$ cat config.mk
export PLATFORM = sky130hd
export DESIGN_NAME = pipelined_add_sub
export DESIGN_NICKNAME = d
export VERILOG_FILES = /design/src/rtl/adder_pkg.sv /design/src/rtl/chunk_adder.sv /design/src/rtl/pipelined_add_sub.sv
export SDC_FILE = /design/constraint.sdc
export NUM_CORES = 1
export LEC_CHECK = 0
export CAP_MARGIN = 5
export CORE_ASPECT_RATIO = 0.6
export CORE_MARGIN = 8
export CORE_UTILIZATION = 59
export CTS_CLUSTER_DIAMETER = 120
export DETAILED_ROUTE_END_ITERATION = 8
export PLACE_DENSITY = 0.84
export SETUP_SLACK_MARGIN = 0.3
export SKIP_CTS_REPAIR_TIMING = 1
export SKIP_LAST_GASP = 1
export SLEW_MARGIN = 5
export SYNTH_ARGS = -nofsm -noshare
export SYNTH_HDL_FRONTEND = slang
export SYNTH_SLANG_ARGS = --single-unit
$ cat constraint.sdc
create_clock -name clk -period 5 [get_ports clk]
set_input_delay 1 -clock clk [delete_from_list [all_inputs] [get_ports clk]]
set_output_delay 1 -clock clk [all_outputs]
set_load 0.02 [all_outputs]
$ cat src/rtl/adder_pkg.sv
// Shared definitions for the pipelined add/subtract datapath.
package adder_pkg;

  // Operation mode carried with every op
  localparam logic MODE_ADD = 1'b0;
  localparam logic MODE_SUB = 1'b1;

  // Pipeline depth: one stage per CHUNK-bit slice
  function automatic int unsigned num_stages(input int unsigned width,
                                             input int unsigned chunk);
    return (chunk == 0) ? 0 : width / chunk;
  endfunction

endpackage

$ cat src/rtl/chunk_adder.sv
// Combinational CHUNK-bit slice adder.
// Ports:
//   a_i, b_i   slice operands
//   c_i        carry into the slice LSB
//   sum_o      slice sum
//   c_o        carry out of the slice MSB
//   c_msb_o    carry into the slice MSB (for signed overflow detection)
module chunk_adder #(
  parameter int unsigned CHUNK = 4
) (
  input  logic [CHUNK-1:0] a_i,
  input  logic [CHUNK-1:0] b_i,
  input  logic             c_i,
  output logic [CHUNK-1:0] sum_o,
  output logic             c_o,
  output logic             c_msb_o
);

  localparam int unsigned SUM_W = CHUNK + 1;

  assign {c_o, sum_o} = SUM_W'(a_i) + SUM_W'(b_i) + SUM_W'(c_i);

  // Carry into the MSB recovered from the MSB sum bit: s = a ^ b ^ cin
  assign c_msb_o = a_i[CHUNK-1] ^ b_i[CHUNK-1] ^ sum_o[CHUNK-1];

endmodule

$ cat src/rtl/pipelined_add_sub.sv
// Pipelined WIDTH-bit adder/subtractor, one CHUNK-bit slice per stage,
// elastic valid/ready handshake, latency STAGES cycles, 1 op/cycle.
// Ports:
//   clk, rst              clock, async active-high reset
//   in_valid/in_ready     operand handshake (a, b, c_in, sub)
//   sub                   0: a+b+c_in, 1: a+~b+1 (c_in ignored)
//   out_valid/out_ready   result handshake (sum, c_out, ovf, chunk_carry)
//   c_out                 carry out of MSB (sub: 1 = no borrow)
//   ovf                   signed overflow
//   chunk_carry           carry out of each slice, bit k = slice k
module pipelined_add_sub
  import adder_pkg::*;
#(
  parameter  int unsigned WIDTH  = 16,
  parameter  int unsigned CHUNK  = 4,
  localparam int unsigned STAGES = num_stages(WIDTH, CHUNK)
) (
  input  logic              clk,
  input  logic              rst,
  input  logic              in_valid,
  output logic              in_ready,
  input  logic [WIDTH-1:0]  a,
  input  logic [WIDTH-1:0]  b,
  input  logic              c_in,
  input  logic              sub,
  output logic              out_valid,
  input  logic              out_ready,
  output logic [WIDTH-1:0]  sum,
  output logic              c_out,
  output logic              ovf,
  output logic [STAGES-1:0] chunk_carry
);

  if (CHUNK == 0 || (WIDTH % CHUNK) != 0) begin : g_bad_cfg
    $error("pipelined_add_sub: WIDTH (%0d) must be a nonzero multiple of CHUNK (%0d)",
           WIDTH, CHUNK);
  end

  // Stage registers
  logic [STAGES-1:0] valid_q;
  logic [WIDTH-1:0]  a_q     [STAGES];
  logic [WIDTH-1:0]  b_q     [STAGES];
  logic [WIDTH-1:0]  sum_q   [STAGES];
  logic              carry_q [STAGES];
  logic              mode_q  [STAGES];
  logic              ovf_q   [STAGES];
  logic [STAGES-1:0] cc_q    [STAGES];

  // Next-state values produced by each stage's slice adder
  logic [STAGES-1:0] vin_d;
  logic [WIDTH-1:0]  a_d     [STAGES];
  logic [WIDTH-1:0]  b_d     [STAGES];
  logic [WIDTH-1:0]  sum_d   [STAGES];
  logic              carry_d [STAGES];
  logic              mode_d  [STAGES];
  logic              ovf_d   [STAGES];
  logic [STAGES-1:0] cc_d    [STAGES];

  logic [STAGES:0]   ready_c;

  // Elastic ready chain, evaluated from the output back to the input
  always_comb begin
    ready_c         = '0;
    ready_c[STAGES] = out_ready;
    for (int k = int'(STAGES) - 1; k >= 0; k--) begin
      ready_c[k] = !valid_q[k] || ready_c[k+1];
    end
  end

  assign in_ready = ready_c[0];

  for (genvar k = 0; k < STAGES; k++) begin : g_stage
    logic [WIDTH-1:0]  a_src;
    logic [WIDTH-1:0]  b_src;
    logic [WIDTH-1:0]  sum_src;
    logic [STAGES-1:0] cc_src;
    logic              cin_src;
    logic              mode_src;
    logic              v_src;
    logic [CHUNK-1:0]  slice_sum;
    logic              slice_cout;
    logic              slice_cmsb;
    logic [WIDTH-1:0]  sum_nxt;
    logic [STAGES-1:0] cc_nxt;

    // Stage 0 takes the port operands; subtraction folds into b and carry-in
    if (k == 0) begin : g_head
      assign a_src    = a;
      assign b_src    = (sub == MODE_SUB) ? ~b : b;
      assign cin_src  = (sub == MODE_ADD) ? c_in : 1'b1;
      assign sum_src  = '0;
      assign cc_src   = '0;
      assign mode_src = sub;
      assign v_src    = in_valid;
    end else begin : g_body
      assign a_src    = a_q[k-1];
      assign b_src    = b_q[k-1];
      assign cin_src  = carry_q[k-1];
      assign sum_src  = sum_q[k-1];
      assign cc_src   = cc_q[k-1];
      assign mode_src = mode_q[k-1];
      assign v_src    = valid_q[k-1];
    end

    chunk_adder #(.CHUNK(CHUNK)) u_chunk (
      .a_i     (a_src[k*CHUNK +: CHUNK]),
      .b_i     (b_src[k*CHUNK +: CHUNK]),
      .c_i     (cin_src),
      .sum_o   (slice_sum),
      .c_o     (slice_cout),
      .c_msb_o (slice_cmsb)
    );

    // Merge this slice's result into the partial sum and carry vector
    always_comb begin
      sum_nxt                     = sum_src;
      sum_nxt[k*CHUNK +: CHUNK]   = slice_sum;
      cc_nxt                      = cc_src;
      cc_nxt[k]                   = slice_cout;
    end

    assign vin_d[k]   = v_src;
    assign a_d[k]     = a_src;
    assign b_d[k]     = b_src;
    assign sum_d[k]   = sum_nxt;
    assign carry_d[k] = slice_cout;
    assign mode_d[k]  = mode_src;
    // Only the final stage's value reaches ovf (MSB slice)
    assign ovf_d[k]   = slice_cmsb ^ slice_cout;
    assign cc_d[k]    = cc_nxt;
  end

  // Stage registers: load when downstream can take, data only with a valid op
  always_ff @(posedge clk or posedge rst) begin
    if (rst) begin
      valid_q <= '0;
      for (int k = 0; k < int'(STAGES); k++) begin
        a_q[k]     <= '0;
        b_q[k]     <= '0;
        sum_q[k]   <= '0;
        carry_q[k] <= 1'b0;
        mode_q[k]  <= MODE_ADD;
        ovf_q[k]   <= 1'b0;
        cc_q[k]    <= '0;
      end
    end else begin
      for (int k = 0; k < int'(STAGES); k++) begin
        if (ready_c[k]) begin
          valid_q[k] <= vin_d[k];
          if (vin_d[k]) begin
            a_q[k]     <= a_d[k];
            b_q[k]     <= b_d[k];
            sum_q[k]   <= sum_d[k];
            carry_q[k] <= carry_d[k];
            mode_q[k]  <= mode_d[k];
            ovf_q[k]   <= ovf_d[k];
            cc_q[k]    <= cc_d[k];
          end
        end
      end
    end
  end

  assign out_valid   = valid_q[STAGES-1];
  assign sum         = sum_q[STAGES-1];
  assign c_out       = carry_q[STAGES-1];
  assign ovf         = ovf_q[STAGES-1];
  assign chunk_carry = cc_q[STAGES-1];

endmodule
[Yosys cells after proc, flatten, opt, wreduce, memory -nomap -nowiden]
Cells that the tools add are included.
Word-level totals
  bits in registers: 154
  input bits: 38
  output and inout port bits: 24
  logic and storage cells: 48
Cells by class
  reduce and logical (&&, ||, !) cells: 12
  add/sub/neg operators: 8
  bitwise logic cells: 4
  multiplexer cells: 2
Operators by type and width (count)
  $add A4 B4 Y5: 4
  $add A5 B1 Y5: 4
  $mux W16: 1
  $not A16 Y16: 1
  $reduce_and A2 Y1: 4
  $logic_not A1 Y1: 4
  $logic_or A1 B1 Y1: 4
  $xor A1 B1 Y1: 3
  $mux W1: 1

[Longest topological paths before layout]
Gate-level depths: netlist of run 1.
  depth after elaboration: 6
  mapped depth: 8

[By module]
Synthesis of run 1 repeated with hierarchy kept, for this count alone.
Unflattened totals
  cell total of the unflattened synthesis: 314
  area total of the unflattened synthesis: 4618.2 µm²
Modules (own cells, without submodules)
  pipelined_add_sub: cells each 246, instances 1, seq. area each 2577.5 µm², area each 4052.6 µm²
  chunk_adder: cells each 17, instances 4, seq. area each 0.0 µm², area each 141.4 µm²

[Worst setup path before layout of run 1]
No wires, ideal clock.
  path kind: input to register
  start: in sub
  end: reg carry_q, in the netlist g_stage[1].cin_src
  arrival: 2.827 ns
  stages on the path: 8
  library setup time: 0.127 ns
  data required time: 4.873 ns
  setup slack: 2.046 ns
  path buffers: 2
  cells stage by stage: buf_2 -> buf_2 -> or2_2 -> fa_1 -> fa_1 -> a21o_1 -> a21oi_1 -> o21ai_0
Between the ends
  longest elaborated chain between the ends: 3
  elaborated cells between the ends (all ways): 4
  those cells by class: add/sub (2); mux (2)
RTL lines
  start: declaration: line pipelined_add_sub.sv:25  | input logic sub,
  $mux W16: line pipelined_add_sub.sv:89  | assign b_src = (sub == MODE_SUB) ? ~b : b;
  $add A4 B4 Y5: line chunk_adder.sv:21  | assign {c_o, sum_o} = SUM_W'(a_i) + SUM_W'(b_i) + SUM_W'(c_i);
  $add A5 B1 Y5 *: line chunk_adder.sv:21
  end signal: indexed assignment: line pipelined_add_sub.sv:154  | carry_q[k] <= carry_d[k];
  end: declaration: line pipelined_add_sub.sv:44  | logic carry_q [STAGES];
Every way passes the cells marked *; elsewhere a longest branch is shown, timed or not.
A chain may end at the register's enable or synchronous reset.

[Worst setup path in the final report of run 1]
  start: in out_ready
  end: out in_ready
Between the ends
  longest elaborated chain between the ends: 4
RTL lines
  start: declaration: line pipelined_add_sub.sv:27  | input logic out_ready,
  $logic_or A1 B1 Y1 (4 in a row): line pipelined_add_sub.sv:66  | ready_c[k] = !valid_q[k] || ready_c[k+1];
  end: declaration: line pipelined_add_sub.sv:21  | output logic in_ready,
Every way passes these cells.

==> flow_metrics.env, run 1 <==
export IMPL_grt_pass1_vias=2806
export IMPL_setup_ws_ns=1.43
export IMPL_holdPathEnd="g_stage[1].b_src[12]"
export IMPL_syn_to_final_growth_pct=21.3
export IMPL_synth_xor_area_share=0.0489
export IMPL_regArea_um2=2580
export IMPL_yosysWarnings=0
export IMPL_rrSetupSlack_ns=2.95
export IMPL_cts_buffers=9
export IMPL_synth_cell_types=23
export IMPL_synthAdderAreaFrac=0.0693
export IMPL_stdcell_area_um2=5430
export IMPL_placed_cell_area_um2=5150
export IMPL_grt_busiest_layer="met2"
export IMPL_critical_path_arrival_ns=2.57
export IMPL_required_ns=4.00
export IMPL_fin_crit_sh=0.713
export IMPL_setup_tns_final_ns=0
export IMPL_final_setup_skew_ns=0.0105
export IMPL_p_sw_frac=0.317
export IMPL_firstDrtPassIters=4
export IMPL_r2r_start="valid_q[3]"
export IMPL_portBuffers=61
export IMPL_fmax_ghz=0.281
export IMPL_hpwl_mm=5.64
export IMPL_met2_usage=0.256
export IMPL_synth_nets=385
export IMPL_cts_root_buffer_cell="clkbuf_16"
export IMPL_cts_sinks=103
export IMPL_ios=62
export IMPL_synth_compound_area_frac=0.0533
export IMPL_maxSlewHeadroom=0.206
export IMPL_power_internal_mw=2.01
export IMPL_r2r_end="g_stage[2].cc_src[0]"
export IMPL_cts_tree="yes"
export IMPL_wl_per_cell_um=16.1
export IMPL_totalWireLength_mm=7.98
export IMPL_nets=445
export IMPL_cp_start_kind="input pin"
export IMPL_grtUsageMet1=0.198
export IMPL_powerDensity_nw_per_um2=541
export IMPL_drive_above_1_share=0.219
export IMPL_drv_slew=0
export IMPL_synth_area_leader_cell="dfrtp_1"
export IMPL_antenna_cells=0
export IMPL_finalSetupViolCount=0
export IMPL_switchingPower_uw=932
export IMPL_vias=2621
export IMPL_pre_cts_slack_ns=1.43
export IMPL_core_area_um2=7300
export IMPL_crit_path_end_kind="primary output"
export IMPL_clkLatencyLatePin_ns=0.34
export IMPL_leakagePower_nw=2.39
export IMPL_netlist_instances=327
export IMPL_clk_pin_slew_ns=0.07
export IMPL_viasPerCell=5.28
export IMPL_multi_input_area_um2=1780
export IMPL_hold_slack_ns=0.483
export IMPL_yosys_area_share_simple=0.0422
export IMPL_synthMuxAreaShare=0.183
export IMPL_drc=0
export IMPL_worstSetupPathType="input pin to primary output"
export IMPL_synth_top_family_by_area="multiplexers"
export IMPL_overflow=0
export IMPL_min_from="g_stage[1].b_src[12]"
export IMPL_die_x_um=129
export IMPL_gr_usage_all_layers=0.158
export IMPL_avgSynthCellArea_um2=13.7
export IMPL_r2r_cells=3
export IMPL_place_congestion=0.767
export IMPL_status="complete, no violations"
export IMPL_grt_setup_unrepaired="no"
export IMPL_start_util=0.614
export IMPL_met3_usage=0.0523
export IMPL_peakVddDrop_v=0.000225
export IMPL_power_frac_comb=0.333
export IMPL_grt_pass1_wl_mm=13.5
export IMPL_maxCapViolCount=0
export IMPL_fillCellCount=472
export IMPL_dieArea_um2=10700
export IMPL_antenna_left=0
export IMPL_period_needed_ns=3.57
export IMPL_htreeDepth=3
export IMPL_synth_seq_cells=103
export IMPL_rows=24
export IMPL_drtIter0Drc=132
export IMPL_grt_max_degree=83
export IMPL_clockPowerShare=0.223
export IMPL_antenna_found_initial=0
export IMPL_hold_violations=0
export IMPL_synth_top_area_frac=0.575
export IMPL_hold_class="flip-flop to flip-flop"
export IMPL_critical_path_peak_fanout=4
export IMPL_clockBufferDepth=2
export IMPL_die_h_um=83.5
export IMPL_p_seq_frac=0.445
export IMPL_worst_slew_pin_slew_ns=1.19
export IMPL_synth_area_um2=4480
export IMPL_synth_top_cells_by_area="dfrtp_1 (58%), mux2_2 (16%), fa_1 (3.6%)"
export IMPL_yosysSeqAreaShare=0.575
export IMPL_worstHoldPathCells=2
cells by family (layout without fill, tap and decap cells):
group	Yosys count	after routing
buffers and inverters	23	88
xor gates and xnor gates	25	25
and+or+nand+nor	41	41
adders and majority gates	20	20
muxes	73	73
AOI/OAI and AO/OA	42	42
DFF	103	103
worst max-delay path by stage:
| stage | endpoint | from | slack, ns | cells past startpoint |
|---|---|---|---|---|
| finish | in_ready | out_ready | 1.43 | 4 |
| global route | in_ready | out_ready | 1.36 | 4 |
| floorplan | c_out | rst | 1.30 | 1 |
| detailed placement | in_ready | out_ready | 1.43 | 4 |
| global placement | in_ready | out_ready | 1.44 | 4 |
| CTS | in_ready | out_ready | 1.43 | 4 |
power by group through the flow:
stage,clock (mW),sequential [mW],combinational [mW]
floorplan,0,1.36,0.562
global placement,0,1.30,0.936
detailed placement,0,1.32,0.976
CTS,0.666,1.31,0.994
global route,0.697,1.35,1.08
finish,0.655,1.31,0.978
Yosys cell counts:
cell type	count
a21oi_1	8
o21ai_0	26
xnor2_1	14
nor2_1	2
fa_1	8
nand2_2	1
a21o_1	7
buf_2	8
nand4b_2	1
mux2_2	63
nand2b_1	5
ha_1	12
nand2_1	29
mux2_1	10
dfrtp_1	103
buf_6	2
or2_2	2
xor2_1	11
buf_4	3
clkbuf_2	1
inv_1	9
o21ai_4	1
nand3b_1	1
placed cells by master (no fill, tap or decap):
cell type / instances
xor2_1: 11
inv_6: 1
inv_1: 8
fa_1: 8
mux2_1: 10
mux2_2: 63
o21ai_4: 1
ha_1: 12
nand4b_2: 1
inv_4: 1
nand3b_1: 1
xnor2_1: 14
clkinvlp_4: 2
a21o_1: 7
clkdlybuf4s50_1: 61
clkbuf_8: 1
buf_4: 2
a21oi_1: 8
nand2b_1: 5
nand2_2: 1
o21ai_0: 26
clkbuf_1: 1
or2_2: 2
nand2_1: 29
clkbuf_16: 9
nor2_1: 2
dfrtp_1: 103
clkinv_4: 2
sequential cells by signal, indices dropped and copies added (netlist names):
register,flops
g_stage.cin_src,3
g_stage.cc_src,3
g_stage.b_src,24
g_stage.a_src,24
g_stage.sum_src,24
valid_q,4
c_out,1
sum,16
ovf,1
chunk_carry,3
metrics by stage:
| step | power [mW] | std cells | utilization |
|---|---|---|---|
| after global routing | 3.12 | 496 | 0.745 |
| final | 2.94 | 496 | 0.745 |
| after floorplan | 1.93 | 327 | - |
| after detailed placement | 2.30 | 480 | 0.706 |
| after CTS | 2.97 | 496 | 0.745 |
| after global placement | 2.24 | 480 | 0.706 |
cell type report:
| class | instances | share of cell area |
|---|---|---|
| Clock inverter | 5 | 0.00760 |
| Multi-Input combinational cell | 201 | 0.327 |
| Inverter | 9 | 0.00668 |
| Timing Repair Buffer | 63 | 0.115 |
| Clock buffer | 11 | 0.0447 |
| Sequential cell | 103 | 0.474 |
| Tap cell | 104 | 0.0240 |
routing by layer:
layer,vias to the layer above,wire length (µm),part of all wire
met5,-,0,0
met4,0,81,0.010
met3,11,453,0.057
met2,59,3810,0.48
met1,1319,3630,0.45
li1,1232,-,-
worst max-delay path: stages:
cell and delay, ns:
clkdlybuf4s50_1 0.42, nand4b_2 0.27, or2_2 0.33, clkdlybuf4s50_1 0.54
Note: power is estimated with default switching activity, not from simulation.
==> run 2, diff against run 1 <==
--- a/config.mk
+++ b/config.mk
@@ -8,10 +8,10 @@
 export CAP_MARGIN = 5
 export CORE_ASPECT_RATIO = 0.6
 export CORE_MARGIN = 8
-export CORE_UTILIZATION = 59
+export CORE_UTILIZATION = 49
 export CTS_CLUSTER_DIAMETER = 120
 export DETAILED_ROUTE_END_ITERATION = 8
-export PLACE_DENSITY = 0.84
+export PLACE_DENSITY = 0.74
 export SETUP_SLACK_MARGIN = 0.3
 export SKIP_CTS_REPAIR_TIMING = 1
 export SKIP_LAST_GASP = 1
==> constraint.sdc (replaced) <==
create_clock -name clk -period 3 [get_ports clk]
set_input_delay 0.6 -clock clk [delete_from_list [all_inputs] [get_ports clk]]
set_output_delay 0.6 -clock clk [all_outputs]
set_load 0.02 [all_outputs]
==> run 2 against run 1 <==
Effect of this change:
- clock power up 86%
- clock skew down 0.0052 ns
- flip-flop and latch count unchanged
- non-clock buffer count up 4
- core utilization down 13 points
- first-iteration DRC count down 18%
- worst setup slack worse by 0.90 ns
- global-route usage down 2.4 points
- design area up 2.1%
- final cell count up 3.2%
- critical path depth unchanged
- combinational power up 66%
- critical path type unchanged
- largest power group unchanged
- highest routed layer unchanged
==> flow_metrics.env, run 2 (synthesis results as in run 1) <==
export IMPL_gr_usage_all_layers=0.134
export IMPL_grt_setup_unrepaired="no"
export IMPL_peakVddDrop_v=0.000362
export IMPL_drive_above_1_share=0.227
export IMPL_critical_path_arrival_ns=1.87
export IMPL_place_congestion=0.766
export IMPL_required_ns=2.40
export IMPL_drv_slew=0
export IMPL_dieArea_um2=12600
export IMPL_clockBufferDepth=2
export IMPL_finalSetupViolCount=0
export IMPL_dp_cells=496
export IMPL_power_mw=5.02
export IMPL_drtIter0Drc=108
export IMPL_fin_crit_sh=0.823
export IMPL_leakagePower_nw=2.43
export IMPL_cts_buffers=9
export IMPL_grt_pass1_vias=2686
export IMPL_syn_to_final_growth_pct=23.8
export IMPL_antenna_cells=0
export IMPL_critical_path_peak_fanout=4
export IMPL_cp_start_kind="input pin"
export IMPL_portBuffers=61
export IMPL_hold_slack_ns=0.478
export IMPL_maxSlewHeadroom=0.420
export IMPL_period_needed_ns=2.47
export IMPL_layout_common_cells="dfrtp_1 (103), mux2_2 (63), clkdlybuf4s50_1 (60)"
export IMPL_clkLatencyLatePin_ns=0.34
export IMPL_nets=449
export IMPL_crit_path_end_kind="primary output"
export IMPL_htreeDepth=3
export IMPL_cts_sinks=103
export IMPL_grt_pass1_wl_mm=13.5
export IMPL_setup_tns_final_ns=0
export IMPL_overflow=0
export IMPL_firstDrtPassIters=4
export IMPL_final_cell_count_no_fill=512
export IMPL_die_x_um=139
export IMPL_antenna_left=0
export IMPL_grt_max_degree=45
export IMPL_rows=27
export IMPL_final_setup_skew_ns=0.00535
export IMPL_die_h_um=90.1
export IMPL_worst_slew_pin_slew_ns=0.867
export IMPL_fmax_ghz=0.405
export IMPL_clk_pin_slew_ns=0.06
export IMPL_vias=2513
export IMPL_viasPerCell=4.91
export IMPL_start_util=0.497
export IMPL_final_common_cell="dfrtp_1"
export IMPL_hold_class="flip-flop to flip-flop"
export IMPL_ios=62
export IMPL_powerDensity_nw_per_um2=905
export IMPL_cts_tree="yes"
export IMPL_maxCapViolCount=0
export IMPL_cts_root_buffer_cell="clkbuf_16"
export IMPL_hold_violations=0
export IMPL_core_area_um2=9020
export IMPL_status="complete, no violations"
export IMPL_wl_per_cell_um=15.6
export IMPL_antenna_found_initial=0
export IMPL_totalWireLength_mm=7.99
export IMPL_hpwl_mm=5.87
export IMPL_fillCellCount=683
export IMPL_worstSetupPathType="input pin to primary output"
export IMPL_drc=0
[run 2: layout make-up]
type                       count  area [µm²]  share of cell area
tap                          116         145              0.0262
sequential                   103        2580               0.464
clock inverter                 6        85.1              0.0153
multi-input combinational    201        1780               0.321
clock buffer                  10         229              0.0413
inverter                       9        37.5             0.00676
timing repair buffer          67         696               0.125
[run 2: where the power goes]
| group | total, mW | switching (mW) | internal [mW] |
|---|---|---|---|
| Clock | 1.22 | 0.493 | 0.728 |
| Combinational | 1.62 | 0.734 | 0.887 |
| Sequential | 2.18 | 0.300 | 1.88 |
[run 2: metal layers]
layer  vias to the layer above  track usage  part of all wire  wire (µm)
met5                         -            0                 0          0
met4                         0       0.0191            0.0033         26
met3                         3       0.0580             0.051        411
met2                        43        0.198              0.44       3500
met1                      1226        0.183              0.51       4060
li1                       1241            -                 -          -
[run 2: path summary, 6_finish.rpt]
path                                 startpoint                    to  slack, ns  depth (start not counted)
min in group asynchronous                   rst            valid_q[2]       0.71                          2
setup / recovery                      out_ready              in_ready       0.53                          4
max in group asynchronous                   rst  g_stage[3].a_src[12]       1.66                          3
hold / removal             g_stage[1].b_src[13]  g_stage[1].b_src[13]       0.48                          2
hold reg to reg            g_stage[1].b_src[13]  g_stage[1].b_src[13]       0.48                          2
setup reg to reg            g_stage[1].a_src[4]    g_stage[2].cin_src       1.16                          5
[run 2: per-stage QoR]
step,utilization,setup slack (ns),cell area [µm²]
global route,0.615,0.432,5550
finish,0.615,0.532,5550
detailed placement,0.580,0.178,5230
CTS,0.615,0.203,5550
global placement,0.580,0.226,5230
floorplan,-,0.446,4480
[run 2: worst max-delay path: stages]
cell	delay, ns
clkdlybuf4s50_1	0.42
nand4b_2	0.29
or2_2	0.34
dlymetal6s2s_1	0.21
==> run 3, diff against run 2 <==
--- a/config.mk
+++ b/config.mk
@@ -8,10 +8,10 @@
 export CAP_MARGIN = 5
 export CORE_ASPECT_RATIO = 0.6
 export CORE_MARGIN = 8
-export CORE_UTILIZATION = 49
+export CORE_UTILIZATION = 54
 export CTS_CLUSTER_DIAMETER = 120
 export DETAILED_ROUTE_END_ITERATION = 8
-export PLACE_DENSITY = 0.74
+export PLACE_DENSITY = 0.78
 export SETUP_SLACK_MARGIN = 0.3
 export SKIP_CTS_REPAIR_TIMING = 1
 export SKIP_LAST_GASP = 1
==> constraint.sdc (replaced) <==
create_clock -name clk -period 2.51 [get_ports clk]
set_input_delay 0.502 -clock clk [delete_from_list [all_inputs] [get_ports clk]]
set_output_delay 0.502 -clock clk [all_outputs]
set_load 0.02 [all_outputs]
==> run 3 against run 2 <==
Effect of this change:
- first-iteration DRC count increased by 6.5%
- non-clock buffer count increased by 2
- clock power increased by 24%
- die area decreased by 7.9%
- largest power group unchanged
- sequential power increased by 19%
- largest cell class unchanged
- power increased by 21%
==> flow_metrics.env, run 3 (synthesis results as in run 1) <==
export IMPL_grt_max_degree=104
export IMPL_cts_root_buffer_cell="clkbuf_16"
export IMPL_leakagePower_nw=2.47
export IMPL_dp_cells=490
export IMPL_final_util=0.700
export IMPL_clkLatencyLatePin_ns=0.35
export IMPL_htreeDepth=3
export IMPL_grt_pass1_vias=2673
export IMPL_drive_above_1_share=0.241
export IMPL_worst_slew_pin_slew_ns=0.609
export IMPL_vias=2568
export IMPL_final_cell_count_no_fill=506
export IMPL_grt_pass1_wl_mm=13.7
export IMPL_hold_class="flip-flop to flip-flop"
export IMPL_viasPerCell=5.08
export IMPL_maxCapViolCount=0
export IMPL_peakVddDrop_v=0.000452
export IMPL_final_setup_skew_ns=0.00899
export IMPL_gr_usage_all_layers=0.152
export IMPL_setup_tns_final_ns=0
export IMPL_fillCellCount=575
export IMPL_rrSetupSlack_ns=0.62
export IMPL_status="complete, no violations"
export IMPL_crit_path_end_kind="primary output"
export IMPL_cts_buffers=9
export IMPL_core_area_um2=7980
export IMPL_antenna_left=0
export IMPL_wl_per_cell_um=15.9
export IMPL_layout_common_cells="dfrtp_1 (103), mux2_2 (63), clkdlybuf4s50_1 (59)"
export IMPL_maxSlewHeadroom=0.592
export IMPL_antenna_found_initial=0
export IMPL_hpwl_mm=5.68
export IMPL_r2r_cells=7
export IMPL_r2r_end="ovf"
export IMPL_syn_to_final_growth_pct=24.6
export IMPL_ios=62
export IMPL_overflow=0
export IMPL_clockBufferDepth=2
export IMPL_fin_crit_sh=0.869
export IMPL_rows=25
export IMPL_dieArea_um2=11600
export IMPL_fmax_ghz=0.459
export IMPL_finalSetupViolCount=0
export IMPL_grt_setup_unrepaired="yes"
export IMPL_drtIter0Drc=115
export IMPL_start_util=0.562
export IMPL_hold_violations=0
export IMPL_drv_slew=0
export IMPL_nets=451
export IMPL_die_h_um=86.6
export IMPL_firstDrtPassIters=4
export IMPL_place_congestion=0.722
export IMPL_regArea_um2=2580
export IMPL_multi_input_area_um2=1790
export IMPL_worstHoldPathCells=2
export IMPL_required_ns=2.01
export IMPL_powerDensity_nw_per_um2=1090
export IMPL_cts_sinks=103
export IMPL_period_needed_ns=2.18
export IMPL_totalWireLength_mm=8.05
export IMPL_clk_pin_slew_ns=0.06
export IMPL_critical_path_peak_fanout=3
export IMPL_hold_slack_ns=0.478
export IMPL_r2r_start="g_stage[3].cin_src"
export IMPL_final_common_cell="dfrtp_1"
export IMPL_min_from="g_stage[1].b_src[10]"
export IMPL_holdPathEnd="g_stage[1].b_src[10]"
export IMPL_cts_tree="yes"
export IMPL_drc=0
export IMPL_critical_path_arrival_ns=1.68
export IMPL_die_x_um=134
export IMPL_antenna_cells=0
export IMPL_cp_start_kind="input pin"
export IMPL_worstSetupPathType="input pin to primary output"
export IMPL_portBuffers=61
[run 3: cell types whose count changed in the layout (fill, tap and decap cells not counted), moves of 2 or more]
cell	previous run	this run
fa_1	8	6
buf_4	3	5
clkinv_4	0	2
clkinvlp_4	3	1
fa_2	0	2
[run 3: metal layers]
metal	track usage	up-vias	part of all wire
met5	0	-	0
met4	0.0578	0	0.014
met3	0.0537	11	0.053
met2	0.222	44	0.45
met1	0.203	1268	0.49
li1	-	1245	-
[run 3: area by class of cell]
| class | count | area share |
|---|---|---|
| inverters | 9 | 0.00672 |
| flip-flops and latches | 103 | 0.462 |
| repair buffers | 69 | 0.128 |
| clock buffers | 10 | 0.0428 |
| clock inverters | 6 | 0.0164 |
| well taps | 108 | 0.0242 |
| multi-input cells | 201 | 0.321 |
[run 3: worst max path at each step]
stage                     slack (ns)  startpoint                  to  depth (start not counted)
after CTS                      -0.02   out_ready            in_ready                          4
after global routing            0.26   out_ready            in_ready                          4
after detailed placement       -0.06         sub  g_stage[1].cin_src                          7
after global placement         -0.03         sub  g_stage[1].cin_src                          7
after floorplan                 0.25         sub  g_stage[1].cin_src                          8
final                           0.33   out_ready            in_ready                          4
[run 3: critical path, cell delays in order]
cell	delay (ns)
clkdlybuf4s50_1	0.43
nand4b_2	0.23
or2_2	0.31
dlymetal6s2s_1	0.22
[run 3: where the power goes]
group	internal, mW	leakage [nW]	switching [mW]	total (mW)
Sequential	2.25	1.23	0.346	2.59
Combinational	1.08	1.07	0.890	1.97
Clock	0.906	0.163	0.609	1.51
Total	4.23	2.47	1.84	6.07
[run 3: through the flow]
step | power [mW] | worst slack (ns) | instance area (µm²)
after global placement | 4.50 | -0.0295 | 5250
after detailed placement | 4.61 | -0.0647 | 5250
after CTS | 6.15 | -0.0213 | 5580
final | 6.07 | 0.329 | 5580
after global routing | 6.47 | 0.255 | 5580
after floorplan | 3.85 | 0.253 | 4520
==> edit, RTL diff (config.mk and constraints of run 2) <==
Change the parameter `WIDTH` from 16 to 32.
--- a/src/rtl/pipelined_add_sub.sv
+++ b/src/rtl/pipelined_add_sub.sv
@@ -13,3 +13,3 @@
 #(
-  parameter  int unsigned WIDTH  = 16,
+  parameter  int unsigned WIDTH  = 32,
   parameter  int unsigned CHUNK  = 4,
Interface: changed (resized a, b, chunk_carry and sum); port bits go from 62 to 114. The function was not compared with the original's and may differ.
==> edit against run 2 <==
Setup slack got worse by 110 ps. Routed wire length rose to 3.9 times the old value. Via count rose to 3.5 times the old value. Clock skew grew 3.6 ps. Power rose to 4.0 times the old value. Core utilization is 2.6 points lower. Cell area increased to 3.6 times the old value. Area after synthesis rose to 3.7 times the old value. Critical path depth stayed put. Hold slack got worse by 0.60 ps. Sequential power increased to 4.2 times the old value. Sequential cell count up 310.
==> edit: results <==
group,metric,value,unit
worst_setup_path,crit_family,"simple AND/OR/NAND/NOR gates",
synth,synth_cells,1111,
cts,htreeDepth,2,
place,portBuffers,113,
place,dp_slack,78.7,ps
drt,met2_length,13.2,mm
pwr,switching_share,29.8,%
drt,wl_met1,16.5,mm
worst_hold_path,min_to,"g_stage[7].sum_src[24]",
synth,synthTopCellsByCount,"dfrtp_1, mux2_2, nand2_1",
run_status,status,"finished clean",
drt,vias,8782,
drt,wl,31.4,mm
finish,seq_share,52.2,%
finish,num-nonclk-buffers,148,
place,dp.cells,1664,
synth,synth_nets,1221,
worst_setup_path,path_max_fanout,3,
cts,cts_sinks,413,
cts,clockBufferDepth,3,
global_route,grt_usage,15.9,%
synth,yosysSeqAreaShare,62.1,%
worst_hold_path,min_from,"g_stage[7].sum_src[24]",
global_route,grtUsageMet1,25.0,%
drt,wl_per_cell,18.1,um
worst_setup_path,cpPeakStageDelay,440,ps
finish,nets,1358,
sta,fin_worst_skew,8.96,ps
sta,fin_hold_ws,477,ps
pwr,p_clk_share,24.0,%
place,dpl_cell_area,18500,um^2
cts,clk_latency,520,ps
worst_setup_path,ff2ff_path_depth,6,
synth,yosysUniqueCellTypes,37,
synth,netlist_top_cells_area,"dfrtp_1, mux2_2, fa_1",
finish,finish.instance_area,19800,um^2
global_route,grt_max_degree,71,
sta,worstMarginPinSlew,892,ps
global_route,grt_pass1_vias,9599,
pwr,peakVddDrop,0.000530,V
==> edit: cell types whose count changed after synthesis, moves of 18 or more <==
cell,change
inv_1,+22
nand2_1,+30
dfrtp_1,+310
o21ai_0,+30
mux2_2,+267
buf_2,+18
==> edit: worst max path at each step <==
stage	cells past startpoint	end	slack (ps)
global placement	4	in_ready	80
CTS	3	in_ready	40
detailed placement	4	in_ready	80
global route	4	in_ready	380
floorplan	1	c_out	-3170
finish	4	in_ready	430
==> edit: logic make-up (layout without fill, tap and decap cells) <==
kind of cell | Yosys count | count (layout) | synth area share (%)
XOR/XNOR | 48 | 48 | 2.53
adder cells (fa/ha/maj) | 40 | 40 | 3.73
AO/OA/AOI/OAI | 96 | 96 | 3.35
buffers and inverters | 84 | 245 | 2.75
multiplexers | 344 | 344 | 23.3
flip-flops | 413 | 413 | 62.1
AND/OR/NAND/NOR | 86 | 86 | 2.25
